[src/rtl/alu_pipe_pkg.sv]
// rtl/alu_pipe_pkg.sv - opcode and FSM state typedefs for the accumulator ALU
package alu_pipe_pkg;

    typedef enum logic [3:0] {
        OP_HLT = 4'd0,
        OP_SKZ = 4'd1,
        OP_ADD = 4'd2,
        OP_AND = 4'd3,
        OP_XOR = 4'd4,
        OP_LDA = 4'd5,
        OP_STO = 4'd6,
        OP_JMP = 4'd7,
        OP_SUB = 4'd8,
        OP_OR  = 4'd9,
        OP_SHL = 4'd10,
        OP_SHR = 4'd11,
        OP_MUL = 4'd12
    } alu_op_t;

    typedef enum logic [1:0] {
        ST_IDLE = 2'd0,
        ST_MUL  = 2'd1,
        ST_DONE = 2'd2
    } alu_state_t;

endpackage

[src/rtl/alu_pipe_if.sv]
// rtl/alu_pipe_if.sv - issue handshake and result bus between controller and ALU
interface alu_pipe_if #(parameter int WIDTH = 8);
    import alu_pipe_pkg::*;

    logic             in_valid;
    logic             in_ready;
    alu_op_t          opcode;
    logic [WIDTH-1:0] accum;
    logic [WIDTH-1:0] data;
    logic [WIDTH-1:0] out;
    logic             zero;
    logic             carry;
    logic             out_valid;
    logic             busy;

    modport master (
        output in_valid, opcode, accum, data,
        input  in_ready, out, zero, carry, out_valid, busy
    );

    modport slave (
        input  in_valid, opcode, accum, data,
        output in_ready, out, zero, carry, out_valid, busy
    );

endinterface

[src/rtl/alu_mul_iter.sv]
// rtl/alu_mul_iter.sv - iterative shift-add multiplier engine, one partial product per negedge
module alu_mul_iter #(
    parameter int WIDTH = 8,
    parameter int CNT_W = $clog2(WIDTH) + 1
) (
    input  logic               clk,
    input  logic               rst_,
    input  logic               start,
    input  logic               run,
    input  logic [WIDTH-1:0]   multiplicand,
    input  logic [WIDTH-1:0]   multiplier,
    output logic [2*WIDTH-1:0] product,
    output logic               done
);

    localparam logic [CNT_W-1:0] LAST = CNT_W'(WIDTH - 1);

    logic [2*WIDTH-1:0] mcand_q;
    logic [2*WIDTH-1:0] prod_q;
    logic [WIDTH-1:0]   mplier_q;
    logic [CNT_W-1:0]   cnt_q;

    // multiplicand is pre-shifted each step, equivalent to adding mcand << cnt
    always_ff @(negedge clk or negedge rst_) begin
        if (!rst_) begin
            mcand_q  <= '0;
            prod_q   <= '0;
            mplier_q <= '0;
            cnt_q    <= '0;
        end else if (start) begin
            mcand_q  <= {{WIDTH{1'b0}}, multiplicand};
            prod_q   <= '0;
            mplier_q <= multiplier;
            cnt_q    <= '0;
        end else if (run) begin
            if (mplier_q[0]) begin
                prod_q <= prod_q + mcand_q;
            end
            mcand_q  <= mcand_q << 1;
            mplier_q <= mplier_q >> 1;
            cnt_q    <= cnt_q + CNT_W'(1);
        end
    end

    // done flags the edge on which the final iteration is taken
    assign done    = run && (cnt_q == LAST);
    assign product = prod_q;

endmodule

[src/rtl/alu_pipe.sv]
// rtl/alu_pipe.sv - registered accumulator ALU; MUL FSM present only when ALU_MUL_EN is defined
module alu_pipe
    import alu_pipe_pkg::*;
#(
    parameter int WIDTH = 8
) (
    input  logic      clk,
    input  logic      rst_,
    alu_pipe_if.slave bus
);

    logic             issue;
    logic [WIDTH-1:0] sc_res;
    logic             sc_carry;
    logic [WIDTH-1:0] out_q, out_nxt;
    logic             carry_q, carry_nxt;
    logic             zero_q, zero_nxt;
    logic             valid_q, valid_nxt;

`ifdef ALU_MUL_EN
    localparam int CNT_W = $clog2(WIDTH) + 1;

    alu_state_t         state_q, state_nxt;
    logic               mul_start;
    logic               mul_run;
    logic               mul_done;
    logic [2*WIDTH-1:0] product;

    alu_mul_iter #(.WIDTH(WIDTH), .CNT_W(CNT_W)) u_mul (
        .clk          (clk),
        .rst_         (rst_),
        .start        (mul_start),
        .run          (mul_run),
        .multiplicand (bus.accum),
        .multiplier   (bus.data),
        .product      (product),
        .done         (mul_done)
    );

    assign mul_run      = (state_q == ST_MUL);
    assign bus.in_ready = (state_q == ST_IDLE);
    assign bus.busy     = (state_q != ST_IDLE);

    always_ff @(negedge clk or negedge rst_) begin
        if (!rst_) state_q <= ST_IDLE;
        else       state_q <= state_nxt;
    end
`else
    assign bus.in_ready = 1'b1;
    assign bus.busy     = 1'b0;
`endif

    assign issue = bus.in_valid & bus.in_ready;

    always_comb begin
        sc_res   = '0;
        sc_carry = 1'b0;
        case (bus.opcode)
            OP_HLT, OP_SKZ, OP_STO, OP_JMP: sc_res = bus.accum;
            OP_LDA: sc_res = bus.data;
            OP_ADD: {sc_carry, sc_res} = {1'b0, bus.accum} + {1'b0, bus.data};
            OP_SUB: {sc_carry, sc_res} = {1'b0, bus.accum} - {1'b0, bus.data};
            OP_AND: sc_res = bus.accum & bus.data;
            OP_OR:  sc_res = bus.accum | bus.data;
            OP_XOR: sc_res = bus.accum ^ bus.data;
            OP_SHL: {sc_carry, sc_res} = {bus.accum, 1'b0};
            OP_SHR: {sc_res, sc_carry} = {1'b0, bus.accum};
            default: begin
                sc_res   = '0;
                sc_carry = 1'b0;
            end
        endcase
    end

    always_comb begin
        out_nxt   = out_q;
        carry_nxt = carry_q;
        zero_nxt  = zero_q;
        valid_nxt = 1'b0;
        // zero reflects the accumulator operand at issue, not the result
        if (issue) zero_nxt = (bus.accum == '0);
`ifdef ALU_MUL_EN
        state_nxt = state_q;
        mul_start = 1'b0;
        case (state_q)
            ST_IDLE: begin
                if (issue && bus.opcode == OP_MUL) begin
                    mul_start = 1'b1;
                    state_nxt = ST_MUL;
                end else if (issue) begin
                    out_nxt   = sc_res;
                    carry_nxt = sc_carry;
                    valid_nxt = 1'b1;
                end
            end
            ST_MUL: if (mul_done) state_nxt = ST_DONE;
            ST_DONE: begin
                out_nxt   = product[WIDTH-1:0];
                carry_nxt = |product[2*WIDTH-1:WIDTH];
                valid_nxt = 1'b1;
                state_nxt = ST_IDLE;
            end
            default: state_nxt = ST_IDLE;
        endcase
`else
        if (issue) begin
            out_nxt   = sc_res;
            carry_nxt = sc_carry;
            valid_nxt = 1'b1;
        end
`endif
    end

    always_ff @(negedge clk or negedge rst_) begin
        if (!rst_) begin
            out_q   <= '0;
            carry_q <= 1'b0;
            zero_q  <= 1'b0;
            valid_q <= 1'b0;
        end else begin
            out_q   <= out_nxt;
            carry_q <= carry_nxt;
            zero_q  <= zero_nxt;
            valid_q <= valid_nxt;
        end
    end

    assign bus.out       = out_q;
    assign bus.carry     = carry_q;
    assign bus.zero      = zero_q;
    assign bus.out_valid = valid_q;

endmodule

[src/flat_wrapper.sv]
// flat-port wrapper written by rule: the top's interface ports become plain ports
module alu_pipe_flat import alu_pipe_pkg::*;
#(
    parameter int WIDTH = 8
)
  (clk, rst_, bus_in_valid, bus_opcode, bus_accum, bus_data, bus_in_ready, bus_out, bus_zero, bus_carry, bus_out_valid, bus_busy);
  alu_pipe_if #(.WIDTH(WIDTH)) bus_i ();
  input  logic clk;
  input  logic rst_;
  input wire logic [$bits(bus_i.in_valid)-1:0] bus_in_valid;
  input wire logic [$bits(bus_i.opcode)-1:0] bus_opcode;
  input wire logic [$bits(bus_i.accum)-1:0] bus_accum;
  input wire logic [$bits(bus_i.data)-1:0] bus_data;
  output wire logic [$bits(bus_i.in_ready)-1:0] bus_in_ready;
  output wire logic [$bits(bus_i.out)-1:0] bus_out;
  output wire logic [$bits(bus_i.zero)-1:0] bus_zero;
  output wire logic [$bits(bus_i.carry)-1:0] bus_carry;
  output wire logic [$bits(bus_i.out_valid)-1:0] bus_out_valid;
  output wire logic [$bits(bus_i.busy)-1:0] bus_busy;
  assign bus_i.in_valid = bus_in_valid;
  assign bus_i.opcode = bus_opcode;
  assign bus_i.accum = bus_accum;
  assign bus_i.data = bus_data;
  assign bus_in_ready = bus_i.in_ready;
  assign bus_out = bus_i.out;
  assign bus_zero = bus_i.zero;
  assign bus_carry = bus_i.carry;
  assign bus_out_valid = bus_i.out_valid;
  assign bus_busy = bus_i.busy;
  alu_pipe #(.WIDTH(WIDTH)) u_core (.clk(clk), .rst_(rst_), .bus(bus_i));
endmodule
[config.mk]
export PLATFORM = sky130hd
export DESIGN_NAME = alu_pipe_flat
export DESIGN_NICKNAME = d
export VERILOG_FILES = /design/src/rtl/alu_pipe_pkg.sv /design/src/rtl/alu_pipe_if.sv /design/src/rtl/alu_mul_iter.sv /design/src/rtl/alu_pipe.sv /design/src/flat_wrapper.sv
export SDC_FILE = /design/constraint.sdc
export NUM_CORES = 1
export LEC_CHECK = 0
export ABC_AREA = 1
export CAP_MARGIN = 30
export CORE_MARGIN = 2
export CORE_UTILIZATION = 57
export CTS_CLUSTER_SIZE = 16
export DETAILED_ROUTE_END_ITERATION = 6
export PLACE_DENSITY = 0.94
export SLEW_MARGIN = 20
export SYNTH_ARGS = -nofsm -noshare
export SYNTH_HDL_FRONTEND = slang
export SYNTH_SLANG_ARGS = --single-unit
[constraint.sdc]
create_clock -name clk -period 1.3 [get_ports clk]
set_input_delay 0.26 -clock clk [delete_from_list [all_inputs] [get_ports clk]]
set_output_delay 0.26 -clock clk [all_outputs]
set_load 0.02 [all_outputs]
==> run_results.csv, run 1 <==
group,metric,value,unit
run_status,outcome,"aborted with a tool error",
run_status,stop_stage,"clock tree synthesis (4_1_cts)",
clock_network,root_buffer,"clkbuf_4",
yosys,ys_types,29,
yosys,syn_area_per_cell,5.89,um2
placed_design,io_buffers,33,
yosys,ys_seq_area_frac,0.146,
clock_network,cts.sinks,11,
placed_design,preCtsSetupSlack,-1730,ps
floorplanning,io_pins,36,
clock_network,cts_made_buffers,3,
floorplanning,num_rows,20,
clock_network,cts_setup_buffers,12,
clock_network,h-tree-depth,1,
placed_design,dpl.hpwl,6460,um
yosys,syn_nets,369,
yosys,yosysWarnings,0,
clock_network,post_cts_resized,214,
floorplanning,dieHeight,61.5,um
run_status,first-error,"[ERROR DPL-0038] Utilization greater than 100%, impossible to legalize",
clock_network,holdBufCountCts,0,
yosys,syn_area,1880,um2
placed_design,place_congestion,1.03,
yosys,synth-seq-cells,11,
floorplanning,die_x,61.5,um
yosys,synthCells,320,
clock_network,cts_max_path_buffers,2,
floorplanning,start_util,0.607,
==> Yosys cell counts <==
cell	n	share of area
and2_1	1	0.0033
fa_1	2	0.021
nor2_2	5	0.017
inv_1	49	0.098
nor2_1	26	0.052
ha_1	24	0.16
o211ai_1	1	0.0040
nand3_2	1	0.0053
o41ai_1	1	0.0046
conb_1	2	0.0040
nand3_1	34	0.090
o21ai_2	1	0.0046
a21oi_2	1	0.0046
or2_4	1	0.0046
clkinv_1	1	0.0020
o31ai_1	1	0.0040
o22ai_1	5	0.017
nand2_1	108	0.22
nand2_2	1	0.0033
clkbuf_8	3	0.022
or2_1	1	0.0033
o21a_1	1	0.0040
buf_4	3	0.012
a21oi_1	10	0.027
o21ai_0	14	0.037
dfrtn_1	11	0.15
nand4_1	8	0.027
nor3_1	2	0.0053
inv_2	2	0.0040
==> logic make-up after synthesis <==
| group | Yosys count | share of synthesized area |
|---|---|---|
| adders and majority gates | 26 | 0.181 |
| buffers and inverters | 58 | 0.137 |
| other | 2 | 0.00399 |
| DFF | 11 | 0.146 |
| and+or+nand+nor | 188 | 0.426 |
| AOI/OAI and AO/OA | 35 | 0.106 |
==> per-stage QoR <==
step | instance area, um2 | cells
2_1_floorplan | 2050 | 320
3_3_place_gp | 2830 | 450
3_5_place_dp | 2830 | 450
==> run 2, diff against run 1 <==
--- a/config.mk
+++ b/config.mk
@@ -8,10 +8,9 @@
 export ABC_AREA = 1
 export CAP_MARGIN = 30
 export CORE_MARGIN = 2
-export CORE_UTILIZATION = 57
-export CTS_CLUSTER_SIZE = 16
+export CORE_UTILIZATION = 40
 export DETAILED_ROUTE_END_ITERATION = 6
-export PLACE_DENSITY = 0.94
+export PLACE_DENSITY_LB_ADDON = 0.15
 export SLEW_MARGIN = 20
 export SYNTH_ARGS = -nofsm -noshare
 export SYNTH_HDL_FRONTEND = slang
==> run 2 against run 1 <==
  * The flow now finishes, with violations (setup timing)
  * Synthesized cell count is the same
  * Synthesized area is the same
==> run_results.csv, run 2 <==
group,metric,value,unit
run_status,outcome,"finished, violations left",
run_status,violations,"setup timing",
timing,rsz0062_at_grt,"yes",
placed_design,place_congestion,0.981,
cells_and_area,n_antenna_cell,0,
placed_design,dpl.hpwl,5180,um
power_and_ir_drop,pwr-share-comb,0.619,
global_route,grt.total_usage,0.276,
yosys,syn_area_per_cell,5.89,um2
yosys,synth-edff-count,0,
power_and_ir_drop,power.switching,0.834,mW
clock_network,clkLatencyLatePin,260,ps
yosys,ys_types,29,
detailed_routing,viasPerCell,5.37,
critical_path,required,770,ps
cells_and_area,finalNetCount,474,
detailed_routing,wl_per_cell,15.3,um
clock_network,cts_made_buffers,3,
yosys,synthArstFlopShare,1.00,
floorplanning,die_x,72.6,um
yosys,netlist_top_cells_count,"108 x nand2_1, 49 x inv_1, 34 x nand3_1",
timing,hold_viol_final,0,
clock_network,root_buffer,"clkbuf_8",
floorplanning,num_rows,24,
detailed_routing,totalWireLength,7260,um
critical_path,worst_r2r_endpoint,"u_core.bus.out[6]$_DFFE_NN0P_",
critical_path,crit_chain,"buf_8 > ha_4 > inv_2 > fa_2 > inv_2 > nand2_2 > nand3_2 > o21ai_2 > nor3_2 > nand3_1 > nand2_1 > nand2_1",
clock_network,cts.sinks,11,
yosys,ys_seq_area_frac,0.146,
critical_path,slowest_delay,390,ps
detailed_routing,drt_pass1_iterations,6,
clock_network,clk_pin_slew,40,ps
placed_design,io_buffers,33,
floorplanning,start_util,0.424,
global_route,grt_pass1_wl,11400,um
yosys,syn_area,1880,um2
floorplanning,io_pins,36,
floorplanning,core,4440,um2
critical_path,cp_top_family,"simple AND/OR/NAND/NOR gates",
yosys,yosysMostFrequentCell,"nand2_1",
timing,clock_skew,0,ps
critical_path,worstSetupStartpointType,"primary input",
detailed_routing,drcViolationCount,0,
critical_path,end_kind,"register",
power_and_ir_drop,p_leak,1.67,nW
critical_path,crit_type,"in -> reg",
power_and_ir_drop,seqPwrFrac,0.205,
clock_network,cts_max_path_buffers,2,
hold_path,min_path_type,"reg -> reg",
critical_path,cp_max_fo,3,
yosys,ys.flop_type,"dfrtn_1",
floorplanning,dieArea,5280,um2
critical_path,cp.arrival,1640,ps
cells_and_area,area_delta_synth_final,78.3,%
yosys,yosysWarnings,0,
cells_and_area,final_common_cell,"nand2_1",
critical_path,cpMaxStageDelayCell,"fa_2",
critical_path,ff2ff_setup_slack,450,ps
critical_path,r2r-start,"u_core.bus.out[6]$_DFFE_NN0P_",
placed_design,preCtsSetupSlack,-1600,ps
detailed_routing,antenna_left,0,
job,cap_violations,0,
cells_and_area,layout_common_cells,"87 x nand2_1, 59 x buf_4, 25 x buf_6",
floorplanning,dieHeight,72.6,um
global_route,grt_overflow,0,
critical_path,rr_worst_depth,4,
power_and_ir_drop,swShare,0.410,
clock_network,holdBufCountCts,0,
cells_and_area,drive_above_1_share,0.517,
cells_and_area,largest_register_ffs,8,
global_route,grt_pass1_vias,2438,
detailed_routing,route.vias.total,2557,
cells_and_area,stdcell_count,476,
critical_path,cp-startpoint,"bus_data[0]",
yosys,synth-seq-cells,11,
global_route,antenna_found_initial,0,
placed_design,post-place-cells,458,
power_and_ir_drop,p_clk_frac,0.176,
timing,setup_viol,21,
power_and_ir_drop,power.density,605,nW/um2
timing,finalMaxSlewViolations,0,
timing,fin_ws,-873,ps
clock_network,cts_tree,"yes",
yosys,synth.top_cell.area_share,0.215,
critical_path,crit_path_end,"u_core.bus.out[2]$_DFFE_NN0P_",
yosys,synthCells,320,
detailed_routing,drtIter0Drc,185,
yosys,syn_nets,369,
global_route,grt_max_degree,12,
critical_path,worst-path-stages,12,
timing,hold_ws,443,ps
yosys,synth_largest_area_cell,"nand2_1",
timing,setup_tns,-11490,ps
yosys,synth_top_cells_by_area,"nand2_1 22%, ha_1 16%, dfrtn_1 15%, inv_1 9.8%, nand3_1 9.0%",
power_and_ir_drop,p_total,2.03,mW
critical_path,cp_num_buf_inv,3,
clock_network,h-tree-depth,1,
power_and_ir_drop,vdd_ir_drop_max,0.426,mV
power_and_ir_drop,intPower,1.20,mW
-- run 2: cell counts after synthesis --
No cell type changed its count.
-- run 2: final cells by class --
type | count | area [um2]
Multi-Input combinational cell | 251 | 1800
Clock buffer | 4 | 45.0
Tap cell | 52 | 65.1
Sequential cell | 11 | 275
Timing Repair Buffer | 106 | 928
Fill cell | 332 | 1080
Inverter | 52 | 241
-- run 2: cells by family (layout without fill, tap and decap cells) --
group | count (synthesis) | in the layout | synth area share
AO/OA/AOI/OAI | 35 | 35 | 0.106
adder cells (fa/ha/maj) | 26 | 26 | 0.181
buffers and inverters | 58 | 162 | 0.137
flip-flops | 11 | 11 | 0.146
other | 2 | 2 | 0.00399
AND/OR/NAND/NOR | 188 | 188 | 0.426
-- run 2: power by group through the flow --
stage	logic, mW	registers, mW	clock network [mW]
2_1_floorplan	0.485	0.463	0
3_3_place_gp	0.983	0.411	0
3_5_place_dp	0.997	0.413	0
4_1_cts	1.15	0.417	0.360
5_1_grt	1.35	0.421	0.373
6_report	1.26	0.418	0.357
-- run 2: metal layers --
layer | vias to the layer above | share of wire | GRT usage
met5 | - | 0 | 0
met3 | 27 | 0.047 | 0.0345
li1 | 1224 | - | -
met1 | 1193 | 0.43 | 0.352
met4 | 0 | 0.032 | 0.0720
met2 | 113 | 0.50 | 0.489
-- run 2: through the flow --
step           instance area, um2  utilization
2_1_floorplan                2050            -
3_3_place_gp                 2840        0.640
3_5_place_dp                 2840        0.640
4_1_cts                      3200        0.721
5_1_grt                      3360        0.756
6_report                     3360        0.756
-- run 2: worst min-delay path by stage --
stage,depth (start not counted),to,slack [ps],from
finish,2,u_core.bus.out[0]$_DFFE_NN0P_,440,u_core.bus.out[0]$_DFFE_NN0P_
global route,2,u_core.bus.out[0]$_DFFE_NN0P_,470,u_core.bus.out[0]$_DFFE_NN0P_
floorplan,0,u_core.bus.carry$_DFFE_NN0P_,510,rst_
CTS,2,u_core.bus.out[0]$_DFFE_NN0P_,460,u_core.bus.out[0]$_DFFE_NN0P_
global placement,2,u_core.bus.out[5]$_DFFE_NN0P_,430,u_core.bus.out[5]$_DFFE_NN0P_
detailed placement,2,u_core.bus.out[1]$_DFFE_NN0P_,430,u_core.bus.out[1]$_DFFE_NN0P_
-- run 2: what timing repair did --
| action | CTS | global route |
|---|---|---|
| endpoints found under the setup margin | 22 | 21 |
| gates cloned | 0 | 0 |
| pin swaps | 39 | 27 |
| gates resized for setup | 204 | 60 |
| buffers inserted | 12 | 9 |
-- run 2: worst register-to-register path: stages (launching register included) --
cell	delay, ps
dfrtn_1	350
buf_4	140
buf_4	120
nand2_1	50
nand2_1	40
Power figures use the tool's default switching activity.
